[src/rtl/lsu_pkg.sv]
// Shared types and helpers for the load/store unit: access-size encodings, FSM states, lane geometry.
package lsu_pkg;

  localparam int LANES = 4;
  localparam int BYTE  = 8;

  typedef enum logic [2:0] {
    CTRL_B  = 3'b000,
    CTRL_H  = 3'b001,
    CTRL_W  = 3'b010,
    CTRL_BU = 3'b100,
    CTRL_HU = 3'b101
  } dm_ctrl_e;

  typedef enum logic [2:0] {
    S_IDLE,
    S_REQ0,
    S_WAIT0,
    S_REQ1,
    S_WAIT1,
    S_RESP
  } lsu_state_e;

  function automatic logic [2:0] size_bytes(input logic [2:0] ctrl);
    case (ctrl[1:0])
      2'b00:   return 3'd1;
      2'b01:   return 3'd2;
      default: return 3'd4;
    endcase
  endfunction

  // Unsigned variants only make sense for loads.
  function automatic logic ctrl_legal(input logic [2:0] ctrl, input logic we);
    case (ctrl)
      CTRL_B, CTRL_H, CTRL_W: return 1'b1;
      CTRL_BU, CTRL_HU:       return !we;
      default:                return 1'b0;
    endcase
  endfunction

endpackage

[src/rtl/lsu_align.sv]
// Combinational lane logic: byte enables and store-data shifting for up to two beats,
// plus load-data merge across beats and sign/zero extension.
module lsu_align
  import lsu_pkg::*;
(
  input  logic [2:0]  ctrl,
  input  logic [1:0]  offset,
  input  logic [31:0] wdata,
  input  logic [31:0] rdata_lo,
  input  logic [31:0] rdata_hi,
  output logic [3:0]  be0,
  output logic [3:0]  be1,
  output logic [31:0] wdata0,
  output logic [31:0] wdata1,
  output logic        split,
  output logic [31:0] load_data
);

  logic [2:0]  nbytes;
  logic [7:0]  be_wide;
  logic [63:0] wdata_wide;
  logic [63:0] rdata_wide;
  logic [31:0] shifted;

  // Work on an 8-lane window so a crossing access falls naturally into two words.
  always_comb begin
    nbytes     = size_bytes(ctrl);
    be_wide    = ((8'd1 << nbytes) - 8'd1) << offset;
    wdata_wide = {32'd0, wdata} << {offset, 3'b000};
    rdata_wide = {rdata_hi, rdata_lo} >> {offset, 3'b000};
    shifted    = rdata_wide[31:0];
    case (nbytes)
      3'd1:    load_data = ctrl[2] ? {24'd0, shifted[7:0]}
                                   : {{24{shifted[7]}}, shifted[7:0]};
      3'd2:    load_data = ctrl[2] ? {16'd0, shifted[15:0]}
                                   : {{16{shifted[15]}}, shifted[15:0]};
      default: load_data = shifted;
    endcase
  end

  assign be0    = be_wide[3:0];
  assign be1    = be_wide[7:4];
  assign wdata0 = wdata_wide[31:0];
  assign wdata1 = wdata_wide[63:32];
  assign split  = |be_wide[7:4];

endmodule

[src/rtl/load_store_unit.sv]
// Load/store unit between execute stage and word-organised data memory.
// Define LSU_MISALIGN_SPLIT_EN to split word-crossing accesses into two beats instead of erroring.
module load_store_unit
  import lsu_pkg::*;
#(
  parameter int ADDR_W = 32,
  parameter int DATA_W = 32
) (
  input  logic              clk,
  input  logic              rst_n,
  input  logic              req_valid,
  output logic              req_ready,
  input  logic              req_we,
  input  logic [2:0]        req_ctrl,
  input  logic [ADDR_W-1:0] req_addr,
  input  logic [DATA_W-1:0] req_wdata,
  output logic              rsp_valid,
  output logic [DATA_W-1:0] rsp_rdata,
  output logic              rsp_err,
  output logic              mem_req,
  output logic              mem_we,
  output logic [3:0]        mem_be,
  output logic [ADDR_W-1:0] mem_addr,
  output logic [DATA_W-1:0] mem_wdata,
  input  logic              mem_gnt,
  input  logic              mem_rvalid,
  input  logic [DATA_W-1:0] mem_rdata
);

  lsu_state_e        state;
  logic              we_q;
  logic [2:0]        ctrl_q;
  logic [ADDR_W-1:0] addr_q;
  logic [DATA_W-1:0] wdata_q;
  logic [DATA_W-1:0] rdata0_q;

  logic              idle;
  logic [2:0]        al_ctrl;
  logic [1:0]        al_off;
  logic [DATA_W-1:0] al_wdata, rd_lo, rd_hi;
  logic [3:0]        al_be0, al_be1;
  logic [DATA_W-1:0] al_wdata0, al_wdata1, al_load;
  logic              al_split;
  logic              misalign_err;
  logic [ADDR_W-1:0] word0, word1;

  // In IDLE the shifter sees the incoming request so beat 0 can be registered at accept.
  assign idle     = (state == S_IDLE);
  assign al_ctrl  = idle ? req_ctrl      : ctrl_q;
  assign al_off   = idle ? req_addr[1:0] : addr_q[1:0];
  assign al_wdata = idle ? req_wdata     : wdata_q;
  assign rd_lo    = (state == S_WAIT1) ? rdata0_q  : mem_rdata;
  assign rd_hi    = (state == S_WAIT1) ? mem_rdata : '0;
  assign word0    = {addr_q[ADDR_W-1:2], 2'b00};
  assign word1    = word0 + ADDR_W'(4);

`ifdef LSU_MISALIGN_SPLIT_EN
  assign misalign_err = 1'b0;
`else
  logic [2:0] req_nbytes;
  assign req_nbytes   = size_bytes(req_ctrl);
  assign misalign_err = ((req_nbytes == 3'd2) && req_addr[0]) ||
                        ((req_nbytes == 3'd4) && (req_addr[1:0] != 2'b00));
`endif

  lsu_align u_align (
    .ctrl      (al_ctrl),
    .offset    (al_off),
    .wdata     (al_wdata),
    .rdata_lo  (rd_lo),
    .rdata_hi  (rd_hi),
    .be0       (al_be0),
    .be1       (al_be1),
    .wdata0    (al_wdata0),
    .wdata1    (al_wdata1),
    .split     (al_split),
    .load_data (al_load)
  );

  always_ff @(posedge clk or negedge rst_n) begin
    if (!rst_n) begin
      state     <= S_IDLE;
      req_ready <= 1'b1;
      rsp_valid <= 1'b0;
      rsp_rdata <= '0;
      rsp_err   <= 1'b0;
      mem_req   <= 1'b0;
      mem_we    <= 1'b0;
      mem_be    <= '0;
      mem_addr  <= '0;
      mem_wdata <= '0;
      we_q      <= 1'b0;
      ctrl_q    <= '0;
      addr_q    <= '0;
      wdata_q   <= '0;
      rdata0_q  <= '0;
    end else begin
      case (state)
        S_IDLE: begin
          if (req_valid) begin
            we_q      <= req_we;
            ctrl_q    <= req_ctrl;
            addr_q    <= req_addr;
            wdata_q   <= req_wdata;
            req_ready <= 1'b0;
            if (!ctrl_legal(req_ctrl, req_we) || misalign_err) begin
              rsp_valid <= 1'b1;
              rsp_err   <= 1'b1;
              state     <= S_RESP;
            end else begin
              mem_req   <= 1'b1;
              mem_we    <= req_we;
              mem_addr  <= {req_addr[ADDR_W-1:2], 2'b00};
              mem_be    <= al_be0;
              mem_wdata <= req_we ? al_wdata0 : '0;
              state     <= S_REQ0;
            end
          end
        end
        S_REQ0: begin
          if (mem_gnt) begin
            if (we_q && al_split) begin
              mem_addr  <= word1;
              mem_be    <= al_be1;
              mem_wdata <= al_wdata1;
              state     <= S_REQ1;
            end else begin
              mem_req   <= 1'b0;
              mem_we    <= 1'b0;
              mem_be    <= '0;
              mem_addr  <= '0;
              mem_wdata <= '0;
              rsp_valid <= we_q;
              state     <= we_q ? S_RESP : S_WAIT0;
            end
          end
        end
        S_WAIT0: begin
          if (mem_rvalid) begin
            if (al_split) begin
              rdata0_q <= mem_rdata;
              mem_req  <= 1'b1;
              mem_addr <= word1;
              mem_be   <= al_be1;
              state    <= S_REQ1;
            end else begin
              rsp_valid <= 1'b1;
              rsp_rdata <= al_load;
              state     <= S_RESP;
            end
          end
        end
        S_REQ1: begin
          if (mem_gnt) begin
            mem_req   <= 1'b0;
            mem_we    <= 1'b0;
            mem_be    <= '0;
            mem_addr  <= '0;
            mem_wdata <= '0;
            rsp_valid <= we_q;
            state     <= we_q ? S_RESP : S_WAIT1;
          end
        end
        S_WAIT1: begin
          if (mem_rvalid) begin
            rsp_valid <= 1'b1;
            rsp_rdata <= al_load;
            state     <= S_RESP;
          end
        end
        S_RESP: begin
          rsp_valid <= 1'b0;
          rsp_err   <= 1'b0;
          rsp_rdata <= '0;
          req_ready <= 1'b1;
          state     <= S_IDLE;
        end
        default: state <= S_IDLE;
      endcase
    end
  end

endmodule

[config.mk]
export PLATFORM = sky130hd
export DESIGN_NAME = load_store_unit
export DESIGN_NICKNAME = d
export VERILOG_FILES = /design/src/rtl/lsu_pkg.sv /design/src/rtl/lsu_align.sv /design/src/rtl/load_store_unit.sv
export SDC_FILE = /design/constraint.sdc
export NUM_CORES = 1
export LEC_CHECK = 0
export CAP_MARGIN = 15
export CELL_PAD_IN_SITES_DETAIL_PLACEMENT = 0
export CELL_PAD_IN_SITES_GLOBAL_PLACEMENT = 2
export CORE_MARGIN = 5
export CORE_UTILIZATION = 36
export DETAILED_ROUTE_END_ITERATION = 8
export PLACE_DENSITY_LB_ADDON = 0.1
export SYNTH_ARGS = -nofsm -noshare
export SYNTH_HDL_FRONTEND = slang
export SYNTH_SLANG_ARGS = --single-unit
[constraint.sdc]
create_clock -name clk -period 5.65 [get_ports clk]
set_input_delay 0.565 -clock clk [delete_from_list [all_inputs] [get_ports clk]]
set_output_delay 0.565 -clock clk [all_outputs]
set_load 0.1 [all_outputs]
==> flow_metrics.tcl <==
set metrics [dict create \
    cts_tree "done" \
    die_area_um2 35200 \
    min_period_ns 3.54 \
    die_h_um 188 \
    netlist-cell-type-count 72 \
    cts_made_buffers 24 \
    worstPathRequired_ns 6.08 \
    grt_setup_unrepaired "false" \
    start_util_pct 36.3 \
    clockBufferDepth 3 \
    first_iter_violations 655 \
    pin_count 210 \
    portBuffers 207 \
    yosys_warnings 0 \
    die_x_um 188 \
    area.growth.synth_to_final_pct 27.2 \
    core_um2 31300 \
    status "finished, final reports clean" \
    min_path_type "primary input to async pin" \
    relSlewSlack_pct 28.4 \
    synth-async-reset-ratio_pct 100 \
    yosys.area.top_type "dfrtp_1" \
    ant_nets 0 \
    postCtsSetupBuffers 0 \
    cts_hold_buf 0 \
    synth_edf_count 0 \
    synth_top_area_share_pct 45.2 \
    final_layout_size_suffix_gt1_share_pct 15.5 \
    finalCritPeriodShare_pct 62.7 \
    path_clk_slew_ns 0.06 \
    ys_top_cells_by_count "dfrtp_1, nand2_1, mux2_2" \
    grt_max_degree 130 \
    yosysMostFrequentCell "dfrtp_1" \
    htreeDepth 1 \
    worstSetupStartpointType "flip-flop" \
    netlist_top_cells_area "dfrtp_1, mux2_2, mux2i_1" \
    synthCells 1123 \
    num_vias 9258 \
    ys_seq_elements 206 \
    gp_congestion 0.821 \
    maxCapViolations 0 \
    post_drt_wl_per_cell_um 21.5 \
    cts_resized 0 \
    final-hold-violation-count 0 \
    layout.nets 1391 \
    syn_area_per_cell_um2 10.1 \
    worstPathMaxFanout 47 \
    drcViolationCount 0 \
    root_buffer "clkbuf_16" \
    setup_viol 0 \
    report.final.slew_viol_count 0 \
    place_hpwl_um 25400 \
    grt_usage_pct 20.2 \
    fmax_ghz 0.282 \
    worstSkewPairLatency_ns 0.52 \
    grt_pass1_wl_um 57200 \
    antenna_cells 0 \
    overflow 0 \
    synth_ff_type "dfrtp_1" \
    tns_ns 0 \
    fillers 3014 \
    cts.sinks 206 \
    finClkSkew_ns 0.0149 \
    row_count 65 \
    endpoint_kind "flip-flop" \
    arrival_ns 3.97 \
    synthesis.area_um2 11400 \
    finalWirelength_um 36600 \
    firstDrtPassIters 6 \
    worstSetupPathType "flip-flop to flip-flop" \
    antenna_found_initial 1 \
    worst_pin_slew_ns 1.07 \
    vias_per_cell 5.44 \
    yosysSeqAreaShare_pct 45.4 \
    grt_pass1_vias 9492 \
]
[final cells by class]
type	instances	area [um^2]	share of cell area [%]
multi-input cells	812	5760	39.8
flip-flops and latches	206	5160	35.7
repair buffers	223	2210	15.3
clock buffers	35	723	5.01
well taps	402	503	3.48
inverters	18	67.6	0.468
clock inverters	6	32.5	0.225
[routing by layer]
layer / global-route usage (%) / routed length [um] / up-vias
met2: 32.6 / 17000 / 253
met3: 4.15 / 1820 / 44
met1: 28.3 / 17000 / 4528
li1: - / - / 4431
met5: 0 / 13 / -
met4: 4.35 / 795 / 2
[worst max-delay path, stage by stage (launching register included)]
cell and delay (ns):
dfrtp_1 0.67, or3_4 0.78, o32a_1 0.55, a31oi_4 0.63, buf_4 0.53, nand2_1 0.09, o221ai_1 0.17
[state kept, by name, summed over array words and instances, names as in the netlist]
signal     count
addr_q        32
we_q           1
rsp_valid      1
mem_addr      30
rsp_rdata     32
mem_we         1
state          3
ctrl_q         3
mem_req        1
rdata0_q      32
mem_wdata     32
rsp_err        1
mem_be         4
req_ready      1
wdata_q       32
[logic make-up after synthesis]
group	after synthesis	synth area share, %
multiplexers	192	18.5
XOR/XNOR	27	2.08
AND/OR/NAND/NOR	287	11.7
flip-flops	206	45.4
buffers and inverters	106	4.20
adder cells (fa/ha/maj)	1	0.110
other	1	0.0330
AO/OA/AOI/OAI	303	18.0
[stage by stage]
stage	cell area [um^2]	utilization [%]	hold slack [ns]	std cells	setup slack, ns
floorplan	11400	-	0.269	1124	3.17
global placement	13700	43.7	0.463	1661	1.64
detailed placement	13700	43.7	0.470	1661	1.45
CTS	14400	46.1	0.0407	1702	2.03
global route	14400	46.1	0.0530	1702	1.87
finish	14400	46.1	0.0156	1702	2.11
[final timing paths]
| path | start | end | slack, ns | cells after the start |
|---|---|---|---|---|
| max reg2reg | state[2] | mem_addr[31] | 2.11 | 6 |
| min reg2reg | mem_wdata[15] | mem_wdata[15] | 0.47 | 2 |
| min in group clk | mem_wdata[15] | mem_wdata[15] | 0.47 | 2 |
| max in group asynchronous | rst_n | ctrl_q[1] | 4.46 | 2 |
| min | rst_n | mem_wdata[13] | 0.02 | 1 |
| max | state[2] | mem_addr[31] | 2.11 | 6 |
[cells in the final DEF, fill, tap and decap left out, types with 4 or more instances in the layout]
master / instances
clkdlybuf4s50_1: 206
dfrtp_1: 205
nand2_1: 136
mux2_2: 124
a21oi_1: 70
mux2i_1: 64
o21ai_0: 56
nor2_1: 49
a22oi_1: 37
nand3_1: 25
clkbuf_16: 25
o21ai_1: 20
inv_1: 18
a22o_1: 17
xnor2_1: 17
o221ai_1: 16
a211oi_1: 16
buf_4: 15
nor3_1: 14
nand4_1: 11
a2bb2oi_1: 10
xor2_1: 10
nor2b_1: 9
o21a_1: 9
nor4_1: 8
a211o_1: 8
a222oi_1: 8
a31oi_1: 6
nand2b_1: 6
and3_1: 6
clkbuf_8: 6
clkinv_2: 5
or2_2: 4
clkbuf_1: 4
Power is left out: the tool's default activity adds up to more than one toggle a clock period on the data nets, which glitch-free logic cannot reach.
